$ cat src/rtl/alu_pkg.sv
// rtl/alu_pkg.sv - opcode constants, FSM state and bit-slice operation encodings
package alu_pkg;

    localparam logic [3:0] OP_AND = 4'b0000;
    localparam logic [3:0] OP_OR  = 4'b0001;
    localparam logic [3:0] OP_ADD = 4'b0010;
    localparam logic [3:0] OP_SUB = 4'b0110;
    localparam logic [3:0] OP_SLT = 4'b0111;
    localparam logic [3:0] OP_NOR = 4'b1100;
    localparam logic [3:0] OP_MUL = 4'b1000;

    typedef enum logic [1:0] {
        ST_IDLE = 2'd0,
        ST_MUL  = 2'd1,
        ST_DONE = 2'd2
    } state_t;

    typedef enum logic [1:0] {
        SL_AND = 2'd0,
        SL_OR  = 2'd1,
        SL_SUM = 2'd2
    } slice_op_t;

    // Opcodes handled by the slice chain in a single cycle
    function automatic logic is_chain_op(input logic [3:0] op);
        return (op == OP_AND) || (op == OP_OR) || (op == OP_ADD) ||
               (op == OP_SUB) || (op == OP_SLT) || (op == OP_NOR);
    endfunction

endpackage

$ cat src/rtl/alu_bit_slice.sv
// rtl/alu_bit_slice.sv - one-bit ALU slice with operand inversion and carry chain
module alu_bit_slice
    import alu_pkg::*;
(
    input  logic      a,
    input  logic      b,
    input  logic      ainvert,
    input  logic      binvert,
    input  logic      cin,
    input  slice_op_t operation,
    output logic      out,
    output logic      cout
);

    logic ai;
    logic bi;

    assign ai   = a ^ ainvert;
    assign bi   = b ^ binvert;
    assign cout = (ai & bi) | (cin & (ai ^ bi));

    always_comb begin
        out = 1'b0;
        case (operation)
            SL_AND:  out = ai & bi;
            SL_OR:   out = ai | bi;
            SL_SUM:  out = ai ^ bi ^ cin;
            default: out = 1'b0;
        endcase
    end

endmodule

$ cat src/rtl/alu_multicycle.sv
// rtl/alu_multicycle.sv - single-cycle logic/arith ALU with multi-cycle shift-add multiplier
module alu_multicycle
    import alu_pkg::*;
#(
    parameter int WIDTH = 32
) (
    input  logic             clk,
    input  logic             rst_n,
    input  logic             start,
    input  logic [3:0]       op,
    input  logic [WIDTH-1:0] a,
    input  logic [WIDTH-1:0] b,
    output logic [WIDTH-1:0] result,
    output logic [WIDTH-1:0] result_hi,
    output logic             zero,
    output logic             cout,
    output logic             overflow,
    output logic             busy,
    output logic             done
);

    localparam int CW = $clog2(WIDTH) + 1;
    localparam logic [CW-1:0] LAST_ITER = CW'(WIDTH - 1);

    state_t            state;
    logic [CW-1:0]     iter_cnt;
    logic [WIDTH-1:0]  mcand;
    logic [WIDTH-1:0]  prod_hi;
    logic [WIDTH-1:0]  prod_lo;

    logic              ainvert;
    logic              binvert;
    logic              cin;
    slice_op_t         slice_op;
    logic [WIDTH:0]    carry;
    logic [WIDTH-1:0]  slice_out;
    logic              add_ovf;

    logic [WIDTH-1:0]  alu_res;
    logic              alu_cout;
    logic              alu_ovf;
    logic              alu_valid;

    logic [WIDTH:0]    step_sum;
    logic [WIDTH-1:0]  next_hi;
    logic [WIDTH-1:0]  next_lo;

    always_comb begin
        ainvert  = (op == OP_NOR);
        binvert  = (op == OP_SUB) || (op == OP_SLT) || (op == OP_NOR);
        cin      = (op == OP_SUB) || (op == OP_SLT);
        slice_op = SL_AND;
        case (op)
            OP_OR:                   slice_op = SL_OR;
            OP_ADD, OP_SUB, OP_SLT:  slice_op = SL_SUM;
            default:                 slice_op = SL_AND;
        endcase
    end

    assign carry[0] = cin;

    for (genvar i = 0; i < WIDTH; i++) begin : g_slice
        alu_bit_slice u_slice (
            .a         (a[i]),
            .b         (b[i]),
            .ainvert   (ainvert),
            .binvert   (binvert),
            .cin       (carry[i]),
            .operation (slice_op),
            .out       (slice_out[i]),
            .cout      (carry[i+1])
        );
    end

    assign add_ovf = carry[WIDTH] ^ carry[WIDTH-1];

    always_comb begin
        alu_res   = '0;
        alu_cout  = 1'b0;
        alu_ovf   = 1'b0;
        alu_valid = is_chain_op(op);
        case (op)
            OP_AND, OP_OR, OP_NOR: alu_res = slice_out;
            OP_ADD, OP_SUB: begin
                alu_res  = slice_out;
                alu_cout = carry[WIDTH];
                alu_ovf  = add_ovf;
            end
            // Sign of a-b corrected by overflow gives the true signed compare
            OP_SLT: begin
                alu_res  = {{(WIDTH-1){1'b0}}, slice_out[WIDTH-1] ^ add_ovf};
                alu_cout = carry[WIDTH];
            end
            default: alu_res = '0;
        endcase
    end

    // One shift-add step: conditionally add multiplicand, then shift {hi,lo} right
    always_comb begin
        step_sum = {1'b0, prod_hi} + (prod_lo[0] ? {1'b0, mcand} : '0);
        next_hi  = step_sum[WIDTH:1];
        next_lo  = {step_sum[0], prod_lo[WIDTH-1:1]};
    end

    always_ff @(posedge clk or negedge rst_n) begin
        if (!rst_n) begin
            state     <= ST_IDLE;
            iter_cnt  <= '0;
            mcand     <= '0;
            prod_hi   <= '0;
            prod_lo   <= '0;
            result    <= '0;
            result_hi <= '0;
            zero      <= 1'b0;
            cout      <= 1'b0;
            overflow  <= 1'b0;
            busy      <= 1'b0;
            done      <= 1'b0;
        end else begin
            case (state)
                ST_IDLE: begin
                    done <= 1'b0;
                    busy <= 1'b0;
                    if (start) begin
                        busy <= 1'b1;
                        if (op == OP_MUL) begin
                            state    <= ST_MUL;
                            mcand    <= a;
                            prod_hi  <= '0;
                            prod_lo  <= b;
                            iter_cnt <= '0;
                        end else begin
                            state     <= ST_DONE;
                            done      <= 1'b1;
                            result    <= alu_res;
                            result_hi <= '0;
                            zero      <= alu_valid && (alu_res == '0);
                            cout      <= alu_cout;
                            overflow  <= alu_ovf;
                        end
                    end
                end
                ST_MUL: begin
                    prod_hi  <= next_hi;
                    prod_lo  <= next_lo;
                    iter_cnt <= iter_cnt + CW'(1);
                    if (iter_cnt == LAST_ITER) begin
                        state     <= ST_DONE;
                        done      <= 1'b1;
                        iter_cnt  <= '0;
                        result    <= next_lo;
                        result_hi <= next_hi;
                        zero      <= ({next_hi, next_lo} == '0);
                        cout      <= 1'b0;
                        overflow  <= 1'b0;
                    end
                end
                ST_DONE: begin
                    state <= ST_IDLE;
                    done  <= 1'b0;
                    busy  <= 1'b0;
                end
                default: begin
                    state <= ST_IDLE;
                    done  <= 1'b0;
                    busy  <= 1'b0;
                end
            endcase
        end
    end

endmodule

$ cat config.mk
export PLATFORM = sky130hd
export DESIGN_NAME = alu_multicycle
export DESIGN_NICKNAME = d
export VERILOG_FILES = /design/src/rtl/alu_pkg.sv /design/src/rtl/alu_bit_slice.sv /design/src/rtl/alu_multicycle.sv
export SDC_FILE = /design/constraint.sdc
export NUM_CORES = 1
export LEC_CHECK = 0
export ABC_AREA = 1
export BUFFER_PORTS_ARGS = -buffer_cell sky130_fd_sc_hd__buf_4
export CORE_AREA = 2 2 152 154
export CTS_BUF_LIST = sky130_fd_sc_hd__clkbuf_2
export DETAILED_ROUTE_END_ITERATION = 10
export DIE_AREA = 0 0 154 156
export GPL_ROUTABILITY_DRIVEN = 0
export PLACE_DENSITY = 0.8
export SYNTH_ARGS = -nofsm -noshare
export SYNTH_HDL_FRONTEND = slang
export SYNTH_SLANG_ARGS = --single-unit
export TNS_END_PERCENT = 100
$ cat constraint.sdc
create_clock -name clk -period 3.5 [get_ports clk]
set_input_delay 1.05 -clock clk [delete_from_list [all_inputs] [get_ports clk]]
set_output_delay 1.05 -clock clk [all_outputs]
set_load 0.02 [all_outputs]
=== Word level (Yosys, flattened, before mapping) ===
Index checks and enable logic that the tools add are counted.
Widths: inputs -> output; s select.

* Register bits after elaboration: 173
* Output and inout bits: 69
* Bits of input ports: 71

* $add $sub $neg: 2
* Bitwise operators: 258
* Mux-type cells: 76
* Equality and inequality tests: 14
* Reductions and logical operators: 21

{| class="wikitable"
|+ Operators by type and width
! kind !! number
|-
| $mux 32 || 11
|-
| $pmux 32 s2 || 5
|-
| $xor 1x1->1 || 130
|-
| $pmux 1 s3 || 32
|-
| $and 1x1->1 || 64
|-
| $logic_not 64->1 || 1
|-
| $or 1x1->1 || 64
|-
| $add 32x32->33 || 1
|-
| $logic_not 32->1 || 1
|-
| $mux 6 || 3
|-
| $mux 1 || 14
|-
| $pmux 6 s2 || 1
|-
| $pmux 1 s2 || 5
|-
| $eq 4x3->1 const B || 2
|-
| $eq 4x4->1 const B || 2
|-
| $ne 2x2->1 const B || 4
|-
| $pmux 2 s2 || 2
|-
| $logic_or 1x1->1 || 7
|-
| $add 6x1->6 const B || 1
|-
| $eq 6x5->1 const B || 1
|-
| $mux 2 || 3
|-
| $reduce_and 3->1 || 2
|-
| $reduce_or 5->1 || 1
|-
| $eq 2x1->1 const B || 2
|-
| other kinds (11) || 12
|}

=== Depth between registers and ports, before layout ===
Gate-level depths: netlist of the first run.

* Depth after elaboration: 77
* Gate-level depth with buffers: 54
* Gate-level depth less buffers: 53

=== Hierarchy ===
Synthesis of the first run repeated with hierarchy kept, for this count alone.

* Cells, all modules: 2008
* Area, all modules: 13908.3 µm²

{| class="wikitable"
|+ Modules (own cells, without submodules)
! module !! cells each !! area an instance (µm²) !! times used !! seq. area each (µm²)
|-
| alu_multicycle || 1433 || 10304.9 || 1 || 4329.2
|-
| alu_bit_slice at g_slice[0].u_slice ... || 18 || 112.6 || 31 || 0.0
|-
| alu_bit_slice at g_slice[20].u_slice || 17 || 112.6 || 1 || 0.0
|}

=== Worst setup path before layout of the first run ===
Ideal clock, no wire load.

* Path kind: input port to flip-flop
* Start point: in op[0]
* End point: reg zero
* Setup time: 73 ps
* Setup slack: -11154 ps
* Arrival time: 14581 ps
* Cell stages on the path: 54
* Path buffers: 1
* Path through: inv_1 > nand2_1 > nor3_4 > inv_1 > nand2_1 > buf_2 > xor2_1 > fa_1 > fa_1 > inv_1 > fa_1 > fa_1 > fa_1 > fa_1 > fa_1 > fa_1 > fa_1 > fa_1 > [... 18 more ...] > fa_1 > inv_1 > fa_1 > fa_1 > inv_1 > fa_1 > inv_1 > a21oi_1 > nand2_1 > nand2_1 > nand2_1 > nor2_1 > nand2_1 > nor2_1 > nand3_1 > nand2_1 > inv_2 > a21oi_2

* Cells in the longest elaborated chain, start to end: 77

{| class="wikitable"
|+ RTL lines
! element !! RTL line !! text
|-
| start: declaration || alu_multicycle.sv:10 || <nowiki>input logic [3:0] op,</nowiki>
|-
| $eq 4x3->1 || -- ||
|-
| $logic_or 1x1->1 || alu_multicycle.sv:50, alu_multicycle.sv:51 ||
|-
| $logic_or 1x1->1 || alu_multicycle.sv:50 || <nowiki>binvert = (op == OP_SUB) || (op == OP_SLT) || (op == OP_NOR);</nowiki>
|-
| $xor 1x1->1 || alu_bit_slice.sv:19 || <nowiki>assign bi = b ^ binvert;</nowiki>
|-
| $xor 1x1->1 || alu_bit_slice.sv:20, alu_bit_slice.sv:27 ||
|-
| $and 1x1->1 || alu_bit_slice.sv:20 || <nowiki>assign cout = (ai & bi) | (cin & (ai ^ bi));</nowiki>
|-
| $or 1x1->1 || alu_bit_slice.sv:20 ||
|-
| $and 1x1->1 || alu_bit_slice.sv:20 ||
|-
| [... 61 more ...] || -- ||
|-
| $xor 1x1->1 || alu_multicycle.sv:75 || <nowiki>assign add_ovf = carry[WIDTH] ^ carry[WIDTH-1];</nowiki>
|-
| $xor 1x1->1 || alu_multicycle.sv:91 || <nowiki>alu_res = {{(WIDTH-1){1'b0}}, slice_out[WIDTH-1] ^ add_ovf};</nowiki>
|-
| $pmux 32 s2 || alu_multicycle.sv:82 || <nowiki>case (op)</nowiki>
|-
| $logic_not 32->1 || alu_multicycle.sv:137 || <nowiki>zero <= alu_valid && (alu_res == '0);</nowiki>
|-
| $logic_and 1x1->1 || alu_multicycle.sv:137 ||
|-
| $mux 1 || alu_multicycle.sv:126 || <nowiki>if (op == OP_MUL) begin</nowiki>
|-
| $mux 1 || alu_multicycle.sv:124 || <nowiki>if (start) begin</nowiki>
|-
| $pmux 1 s2 || alu_multicycle.sv:120 || <nowiki>case (state)</nowiki>
|-
| end signal: assignment || alu_multicycle.sv:137 ||
|-
| end signal: assignment || alu_multicycle.sv:153 || <nowiki>zero <= ({next_hi, next_lo} == '0);</nowiki>
|-
| end: declaration || alu_multicycle.sv:15 || <nowiki>output logic zero,</nowiki>
|}

Several ways; a longest one is shown, not always the timed one. The select of a mux whose other input is x is not followed.
A chain may end at the register's enable or synchronous reset.

=== Worst setup path after layout of the first run ===
* Start point: in op[1]
* End point: reg zero

The elaborated chain is that of the path after synthesis.

==> results.md, run 1 <==
* Seq pwr share at between 30% and 40%
* Vias in the first global route at around 13k
* Die Ht at 156 um
* Clk network pwr share at 13.4%
* Placed cell area at roughly 0.016 mm2
* Routed vias at 13.3k
* Most common cell after layout, fill and taps aside: nand2_1
* Most frequent CP cell: fa_2
* Failing checks: setup timing
* Crit Path Category: in -> reg
* Post-route ant nets at 0
* First-pass GRT wire length at 61,900 um
* Synth warn at 0
* Clock Sink Count at between 150 and 200
* IO Pins at 140
* Clock transition at path regs at ~0.30 ns
* Max Clock Skew at about 0.041 ns
* Final Worst Setup Slack at -9.66 ns
* Synth-to-Final Area Change at 22.6%
* Max Cap Viol at 0
* Hold_ws at approximately 0.2 ns
* Number of distinct library cells after synthesis at 40
* Switching share of total power at about 45%
* Post-route DRC at 0
* Req. time, crit path at between 4 and 5 ns
* Register bit total from synthesis at 173
* TritonRoute pass-1 iters at 7
* Final #Nets at 2,367
* Post-synth ARST share at 100%
* Initial antenna violation count at 1
* Detail Placement HPWL at about 28,000 um
* Drt total wl at between 30,000 and 40,000 um
* CP startpoint kind: input pin
* Die Wd at about 150 um
* Cell area after synthesis at 0.0133 mm2
* Rows at 55
* Largest net degree at the start of global routing at 69
* CTS H-tree lvls at 4
* Logic pwr share at about 50%
* Setup TNS Final at -168.81 ns
* Sequential-to-total area share from yosys stat at 32.6%
* Main synth FF type: dfrtp_1
* Period minus WS final at 13.16 ns
* Rel. slew slack at ~25%
* Status: finished with violations
* RSZ-0062 raised after global routing: true
* Die area at around 0.024 mm2
* Final instance area at 0.0163 mm2
* Via/cell ratio at approximately 5.4
* Syn nets at between 2k and 2.5k
* WL/cell at 15.4 um
* Worst path max stage delay at about 0.48 ns
* Post-synth EDFFs at 0
* Synth Instances at about 1.9k
* Slowest stage cell, crit path: fa_1
* Core Area at 0.0224 mm2
* Num CTS Buffers at 17
* Global route overflow at 0
* Maximum vdd drop at between 0.3 and 0.4 mV
* Crit Path Max Fanout at 4
* Data arrival time of the worst path at 13.89 ns
* Initial DRC Count at approximately 1.2k
* Final setup violation count at 31
* Critical Path End Type: register
* Final Cycle Share at 376%
* Most frequent cells in the layout: nand2_1, buf_4, inv_1, nor2_1, dfrtp_1
* Hold Crit Class: in -> async
* Fraction of layout cells with a size suffix above 1 at between 20% and 30%
* CTS Root Buffer Type: clkbuf_2
* Final Hold Fails at 0
* Initial cell density of the core at roughly 59%
* Worst-margin pin slew at between 1 and 1.5 ns
* I/O Buffers at roughly 140
* Max-slew violations at 0
* F_max at about 0.076 GHz
* Avg Inst Size Synth at 6.94 um2
* GRT Total Usage at a little under a third
* Pint at between 0.004 and 0.005 W
* Psw at about 0.0038 W
* CTS tree: built
* Lkg Pwr at approximately 9.4 nW
* Max clock buf depth at 2
* Worst-Skew Late Latency at a little over 0.8 ns
* Power per cell area at 517 mW/mm2
[power groups by stage]
stage / registers (W) / logic [W] / clock network (W)
after floorplan: 0.00318 / 0.00251 / 0
after global placement: 0.00311 / 0.00387 / 0
after detailed placement: 0.00312 / 0.00401 / 0
after CTS: 0.00309 / 0.00411 / 0.00112
after global routing: 0.00318 / 0.00466 / 0.00120
final: 0.00311 / 0.00418 / 0.00113
[kinds of logic after synthesis]
family / synth area share, %
xor gates and xnor gates: 4.55
and+or+nand+nor: 28.8
buffers and inverters: 11.0
AOI/OAI and AO/OA: 9.00
adders and majority gates: 14.1
DFF: 32.6
[area by class of cell]
| cell class | count | area (um2) |
|---|---|---|
| Multi-Input combinational cell | 1368 | 7770 |
| Tap cell | 285 | 357 |
| Antenna cell | 1 | 2.50 |
| Fill cell | 1720 | 6090 |
| Sequential cell | 173 | 4330 |
| Clock inverter | 15 | 151 |
| Clock buffer | 17 | 85.1 |
| Inverter | 302 | 1150 |
| Timing Repair Buffer | 304 | 2430 |
[stage by stage]
stage	util, %	worst slack, ns	total power [W]	std cells
6_report	72.8	-9.66	0.00841	2465
5_1_grt	72.8	-9.92	0.00903	2465
2_1_floorplan	-	-9.97	0.00569	1915
3_3_place_gp	70.5	-10.30	0.00698	2423
3_5_place_dp	70.5	-10.42	0.00713	2423
4_1_cts	72.6	-9.44	0.00831	2460
[metal layers]
layer	GRT usage, %	wire (um)
met3	4.33	2480
met5	0	0
met1	40.2	16000
met4	14.7	1720
met2	55.0	17800
[critical path: cells and delay by family]
kind	cells	cell delay, ns
fa+ha+maj	32	10.89
simple gates	11	0.98
buf+inv	8	0.49
compound gates	2	0.29
xor+xnor	1	0.17
[sequential cells by signal, indices dropped and copies added (netlist names)]
signal	flops
prod_lo	32
result	32
done	1
prod_hi	32
cout	1
result_hi	32
overflow	1
busy	1
state	2
zero	1
iter_cnt	6
mcand	32
[worst paths after layout]
path                       cells after the start     startpoint  slack [ns]            end
max                                           54          op[1]       -9.66           zero
min                                            1          rst_n        0.20     prod_hi[0]
max reg2reg                                   16     prod_lo[0]        0.24           zero
min reg2reg                                    2  result_hi[13]        0.52  result_hi[13]
max in group asynchronous                      2          rst_n        2.58           done
min in group clk                               3          b[25]        0.47    prod_lo[25]
[synth_stat cells (all sizes together), types with 14 or more instances]
cell type	n	area, um2
nand2	634	2380
nor2	186	703
inv	301	1130
clkbuf	33	125
nand3	96	480
dfrtp	173	4330
a31oi	65	407
fa	33	661
a21oi	60	304
nand4	14	87.6
buf	39	199
ha	97	1210
o21ai	77	385
xor2	68	596
[what timing repair did]
item | 4_1_cts | 5_1_grt
hold buffers | 0 | 0
setup buffers | 10 | 4
endpoints found under the hold margin | 0 | 0
endpoints found under the setup margin | 32 | 32
pin swaps | 34 | 0
resized for setup | 55 | 1
(Power assumes the default switching activity.)
==> run 2, diff against run 1 <==
--- a/config.mk
+++ b/config.mk
@@ -7,10 +7,10 @@
 export LEC_CHECK = 0
 export ABC_AREA = 1
 export BUFFER_PORTS_ARGS = -buffer_cell sky130_fd_sc_hd__buf_4
-export CORE_AREA = 2 2 152 154
+export CORE_AREA = 2 2 196 121
 export CTS_BUF_LIST = sky130_fd_sc_hd__clkbuf_2
 export DETAILED_ROUTE_END_ITERATION = 10
-export DIE_AREA = 0 0 154 156
+export DIE_AREA = 0 0 198 123
 export GPL_ROUTABILITY_DRIVEN = 0
 export PLACE_DENSITY = 0.8
 export SYNTH_ARGS = -nofsm -noshare
==> results.md, run 2 (synthesis results as in run 1) <==
* Maximum vdd drop at 0.352 mV (+4.0%)
* Power per cell area at 514 mW/mm2 (-0.45%)
* Fraction of layout cells with a size suffix above 1 at 20.3% (+0.16 points)
* Worst-margin pin slew at 1.16 ns (+0.0245 ns)
* Critical Path End Type: register
* Die Wd at 198 um (+29%)
* Hold Buf Count CTS at 0 (unchanged)
* Critical path origin: op[1]
* Slowest stage cell, crit path: fa_1
* Worst-Skew Late Latency at 0.81 ns (about the same)
* R2R cell count at 17 (+1)
* Crit Path Category: in -> reg
* Max Clock Skew at 0.0327 ns (-0.00836 ns)
* Final #Nets at 2,367 (unchanged)
* Failing checks: setup timing
* Clock transition at path regs at 0.27 ns (-0.03 ns)
* Final Worst Setup Slack at -9.79 ns (-0.131 ns)
* Final instance area at 0.0163 mm2 (about the same)
* Max clock buf depth at 2 (unchanged)
* R2R Setup Slk at -0.06 ns (-0.30 ns)
* CP startpoint kind: input pin
* Final Hold Fails at 0 (unchanged)
* Setup TNS Final at -169.93 ns (-1.12 ns)
* Num CTS Buffers at 17 (unchanged)
* Core Area at 0.0227 mm2 (+1.3%)
* Data arrival time of the worst path at 14.04 ns (+0.15 ns)
* RSZ-0062 raised after global routing: true
* I/O Buffers at 139 (unchanged)
* Initial cell density of the core at 58.6% (-0.75 points)
* Max-slew violations at 0 (unchanged)
* Routed vias at 13.3k (-0.44%)
* TritonRoute pass-1 iters at 9 (+2)
* CTS Root Buffer Type: clkbuf_2
* Req. time, crit path at 4.25 ns (about the same)
* Via/cell ratio at 5.32 (-1.6%)
* Die area at 0.0244 mm2 (+1.4%)
* Most frequent cells in the layout: nand2_1, buf_4, inv_1, nor2_1, dfrtp_1
* # placed instances at 2,453 (+1.2%)
* Crit Path Max Fanout at 3 (-1)
* Most common cell after layout, fill and taps aside: nand2_1
* Period minus WS final at 13.29 ns (+0.131 ns)
* Hold Crit Class: in -> async
* Post-layout util at 71.9% (-0.85 points)
* R2r startpoint: prod_lo[0]
* FF-to-FF End: zero
* Post-route ant nets at 0 (unchanged)
* Detail Placement HPWL at 29,600 um (+4.5%)
* Rows at 43 (-22%)
* Final Cycle Share at 380% (+3.7 points)
* WL/cell at 15.6 um (+0.96%)
* CTS H-tree lvls at 4 (unchanged)
* Post-route DRC at 0 (unchanged)
* Vias in the first global route at 12.3k (-5.3%)
* Placed cell area at 0.0158 mm2 (+0.17%)
* Initial DRC Count at 1,237 (+0.98%)
* Final setup violation count at 32 (+3.2%)
* Initial antenna violation count at 1 (unchanged)
* Lkg Pwr at 9.34 nW (-0.16%)
* Drt total wl at 38,800 um (+2.1%)
* Largest net degree at the start of global routing at 69 (unchanged)
* Layout Cells excl Fill at 2,493 (+1.1%)
* First-pass GRT wire length at 61,500 um (-0.56%)
* Status: finished with violations
* Rel. slew slack at 23.0% (-1.6 points)
* GRT Total Usage at 32.6% (+0.66 points)
* Hold_ws at 0.203 ns (+0.000153 ns)
* Crit path to: zero
* Die Ht at 123 um (-21%)
* F_max at 0.0753 GHz (-0.98%)
* Most frequent CP cell: fa_2
* Global route overflow at 0 (unchanged)
* IO Pins at 140 (unchanged)
* Worst path max stage delay at 0.47 ns (about the same)
* Max Cap Viol at 0 (unchanged)
* Clock Sink Count at 173 (unchanged)
* CTS tree: built
* Synth-to-Final Area Change at 22.7% (about the same)
run 2: cell types whose count changed in the layout (fill, tap and decap cells not counted), moves of 2 or more:
cell,previous run,this run
a21oi_1,47,38
a21oi_2,13,22
nand3_1,82,90
nand3_2,14,6
buf_4,283,288
buf_6,13,9
inv_8,4,1
nand2_2,3,6
nand2_4,3,0
clkbuf_2,17,19
inv_6,4,2
nand2_1,628,626
nand2_8,0,2
run 2: worst min-delay path by stage:
stage | end | slack, ns
6_report | result[22] | 0.20
5_1_grt | mcand[16] | 0.16
4_1_cts | mcand[19] | 0.16
3_5_place_dp | prod_hi[0] | 0.47
3_3_place_gp | prod_hi[3] | 0.46
2_1_floorplan | prod_hi[0] | 0.45
run 2: critical path: cells and delay by family:
family / cells / cell delay (ns)
and+or+nand+nor: 11 / 1.01
buffers and inverters: 9 / 0.61
xor gates and xnor gates: 1 / 0.16
adders and majority gates: 32 / 10.91
AOI/OAI and AO/OA: 2 / 0.27
run 2: repair_timing:
action	4_1_cts	5_1_grt
pin swaps	12	23
resized for setup	33	27
setup buffers	4	7
hold endpoints to repair	0	0
setup endpoints to repair	32	32
run 2: final cells by class:
type	count	area, um2
Timing Repair Buffer	304	2400
Fill cell	1856	6360
Antenna cell	1	2.50
Sequential cell	173	4330
Clock buffer	19	95.1
Multi-Input combinational cell	1368	7780
Tap cell	315	394
Inverter	302	1160
Clock inverter	11	121
run 2: layer usage:
metal	up-vias	share of wire, %	global-route usage, %
li1	6412	-	-
met1	6210	45	47.5
met2	584	42	47.7
met3	69	10	8.05
met5	-	0	0
met4	0	2.3	10.9
run 2: where the power goes:
part | switching (W) | total (W) | internal [W]
registers | 0.000483 | 0.00310 | 0.00261
clock network | 0.000744 | 0.00107 | 0.000322
logic | 0.00254 | 0.00422 | 0.00168
total | 0.00377 | 0.00838 | 0.00461
run 2: stage by stage:
stage	worst slack (ns)	total power, W
6_report	-9.79	0.00838
3_3_place_gp	-10.43	0.00700
3_5_place_dp	-10.57	0.00717
2_1_floorplan	-9.97	0.00569
5_1_grt	-10.15	0.00904
4_1_cts	-9.58	0.00827
==> run 3, diff against run 2 <==
--- a/config.mk
+++ b/config.mk
@@ -5,14 +5,14 @@
 export SDC_FILE = /design/constraint.sdc
 export NUM_CORES = 1
 export LEC_CHECK = 0
-export ABC_AREA = 1
 export BUFFER_PORTS_ARGS = -buffer_cell sky130_fd_sc_hd__buf_4
-export CORE_AREA = 2 2 196 121
+export CAP_MARGIN = 20
+export CORE_AREA = 2 2 186 115
 export CTS_BUF_LIST = sky130_fd_sc_hd__clkbuf_2
 export DETAILED_ROUTE_END_ITERATION = 10
-export DIE_AREA = 0 0 198 123
+export DIE_AREA = 0 0 188 117
 export GPL_ROUTABILITY_DRIVEN = 0
-export PLACE_DENSITY = 0.8
+export PLACE_DENSITY = 0.81
 export SYNTH_ARGS = -nofsm -noshare
 export SYNTH_HDL_FRONTEND = slang
 export SYNTH_SLANG_ARGS = --single-unit
==> results.md, run 3 <==
* Rel. slew slack at 41.6% (+19 points)
* R2r startpoint: prod_lo[0]
* Cell family with most CP delay: adder cells
* Hold Buf Count CTS at 0 (unchanged)
* R2R cell count at 13 (-4)
* Status: finished with violations
* Clock Sink Count at 173 (unchanged)
* Final Hold Fails at 0 (unchanged)
* First-pass GRT wire length at 57,600 um (-6.5%)
* Most common cell after layout, fill and taps aside: buf_4
* Rows at 41 (-4.7%)
* Main synth FF type: dfrtp_1
* F_max at 0.0756 GHz (+0.39%)
* Worst-Skew Late Latency at 0.88 ns (+0.07 ns)
* Largest net degree at the start of global routing at 72 (+4.3%)
* CTS H-tree lvls at 4 (unchanged)
* Die Wd at 188 um (-5.1%)
* Detail Placement HPWL at 27,700 um (-6.4%)
* Failing checks: setup timing
* I/O Buffers at 139 (unchanged)
* Crit path buf inv count at 4 (-5)
* Slowest stage cell, crit path: fa_1
* Die area at 0.0220 mm2 (-9.7%)
* Final Cycle Share at 378% (-1.5 points)
* IO Pins at 140 (unchanged)
* Post-layout util at 76.1% (+4.1 points)
* Cell area after synthesis at 0.0120 mm2 (-9.5%)
* Num CTS Buffers at 17 (unchanged)
* Final setup violation count at 33 (+3.1%)
* Crit Path Category: in -> reg
* Max clock buf depth at 2 (unchanged)
* Syn nets at 1,533 (-28%)
* Synth Instances at 1,332 (-30%)
* Max Cap Viol at 0 (unchanged)
* TritonRoute pass-1 iters at 6 (-3)
* CTS tree: built
* Avg Inst Size Synth at 9.02 um2 (+30%)
* Final #Nets at 1,830 (-23%)
* Vias in the first global route at 11.1k (-10%)
* Lkg Pwr at 7.92 nW (-15%)
* Final instance area at 0.0156 mm2 (-4.4%)
* WL/cell at 19.5 um (+25%)
* Worst-margin pin slew at 0.876 ns (-0.280 ns)
* RSZ-0062 raised after global routing: true
* Clock transition at path regs at 0.32 ns (+0.05 ns)
* Worst path max stage delay at 0.55 ns (+0.08 ns)
* Period minus WS final at 13.24 ns (-0.0513 ns)
* Drt total wl at 37,400 um (-3.6%)
* Maximum vdd drop at 0.317 mV (-10%)
* Initial antenna violation count at 0 (-1)
* Die Ht at 117 um (-4.9%)
* Max Clock Skew at 0.0715 ns (+0.0388 ns)
* Data arrival time of the worst path at 14.02 ns (-0.02 ns)
* Post-synth ARST share at 100% (unchanged)
* Synth top cells by count: nand2_1, dfrtp_1, ha_1
* Register bit total from synthesis at 173 (unchanged)
* CTS Root Buffer Type: clkbuf_2
* Multi-input gate area at 0.00756 mm2 (-2.9%)
* Synth-to-Final Area Change at 29.6%
* Global route overflow at 0 (unchanged)
* Post-route ant nets at 0 (unchanged)
* Synth warn at 0 (unchanged)
* Synth area leaders: dfrtp_1, ha_1, nand2_1, fa_1, xor2_1
* Fillers at 1,399 (-25%)
* Max-slew violations at 0 (unchanged)
* Post-synth top area cell: dfrtp_1
* Hold Crit Class: in -> async
* Number of distinct library cells after synthesis at 66 (+65%)
* Crit Path Max Fanout at 4 (+1)
* Synth top area share at 36.0% (+3.4 points)
* Critical Path End Type: register
* Core Area at 0.0205 mm2 (-9.6%)
* Most frequent CP cell: fa_2
* Most frequent cells in the layout: buf_4, nand2_1, dfrtp_1, ha_1, inv_1
* Routed vias at 11.5k (-13%)
* Via/cell ratio at 6.00 (+13%)
* DP Worst Slack at -10.57 ns (+0.000200 ns)
* R2R Setup Slk at -0.25 ns (-0.19 ns)
* Most common cell in the synthesized netlist: nand2_1
* GRT Total Usage at 33.8% (+1.2 points)
* Initial cell density of the core at 58.7% (+0.059 points)
* Sequential-to-total area share from yosys stat at 36.0% (+3.4 points)
* Post-synth EDFFs at 0 (unchanged)
* Seq. cell area at 0.00433 mm2 (unchanged)
* Req. time, crit path at 4.28 ns (+0.03 ns)
* Antenna diode count at 0 (-1)
* Placed cell area at 0.0149 mm2 (-5.5%)
* Final Worst Setup Slack at -9.74 ns (+0.0513 ns)
* Fraction of layout cells with a size suffix above 1 at 32.2% (+12 points)
* CP startpoint kind: input pin
* Hold_ws at 0.0848 ns (-0.118 ns)
* Post-route DRC at 0 (unchanged)
* Power per cell area at 527 mW/mm2 (+2.4%)
* Initial DRC Count at 1,155 (-6.6%)
* FF-to-FF End: zero
## run 3: final cells by class
class / instances / area share, %
multi-input cells: 1006 / 48.5
clock buffers: 17 / 0.546
inverters: 75 / 1.81
well taps: 279 / 2.24
flip-flops and latches: 173 / 27.8
repair buffers: 356 / 17.9
clock inverters: 14 / 1.17
## run 3: how the worst max path moves through the flow
stage	startpoint	end	slack (ns)	cells past startpoint
floorplan	op[2]	zero	-10.07	49
global placement	op[2]	zero	-10.15	47
detailed placement	op[2]	zero	-10.57	46
CTS	op[2]	zero	-9.60	47
global route	op[2]	zero	-9.89	46
finish	op[2]	zero	-9.74	46
## run 3: logic make-up after synthesis
family / count (synthesis) / synth area share, %
flip-flops: 173 / 36.0
adder cells (fa/ha/maj): 130 / 15.6
multiplexers: 32 / 3.00
buffers and inverters: 153 / 4.80
AO/OA/AOI/OAI: 319 / 17.2
AND/OR/NAND/NOR: 434 / 16.7
XOR/XNOR: 91 / 6.63
## run 3: metrics by stage
stage	power, W	std cells	TNS (ns)
4_1_cts	0.00795	1919	-170.42
3_3_place_gp	0.00649	1884	-196.01
6_report	0.00820	1920	-172.16
3_5_place_dp	0.00668	1884	-201.42
5_1_grt	0.00865	1920	-176.73
2_1_floorplan	0.00508	1332	-191.46
## run 3: power by group
group | total, W | switching (W) | internal, W
Sequential | 0.00301 | 0.000457 | 0.00255
Clock | 0.00123 | 0.000811 | 0.000415
Combinational | 0.00397 | 0.00219 | 0.00178
## run 3: what timing repair did
action	in CTS	in global routing
pin swaps	10	17
endpoints found under the setup margin	40	46
gates resized for setup	32	46
hold endpoints to repair	0	0
buffers inserted	4	2
## run 3: worst reg2reg max path, stage by stage (launching register included)
cell and delay, ns:
dfrtp_1 0.50, and2_4 0.17, ha_4 0.16, fa_2 0.37, a21o_1 0.18, a221o_1 0.37, a221oi_2 0.31, buf_4 0.18
o21ai_0 0.11, xnor2_1 0.33, nand4_1 0.28, nor4b_1 0.38, nand4b_1 0.20, o21ai_1 0.15
## run 3: per-layer routing
layer / vias up / global-route usage (%) / part of all wire (%)
met5: - / 0 / 0
met4: 0 / 11.5 / 2.9
met3: 100 / 8.86 / 10
met2: 634 / 53.4 / 45
met1: 5628 / 46.0 / 42
li1: 5158 / - / -
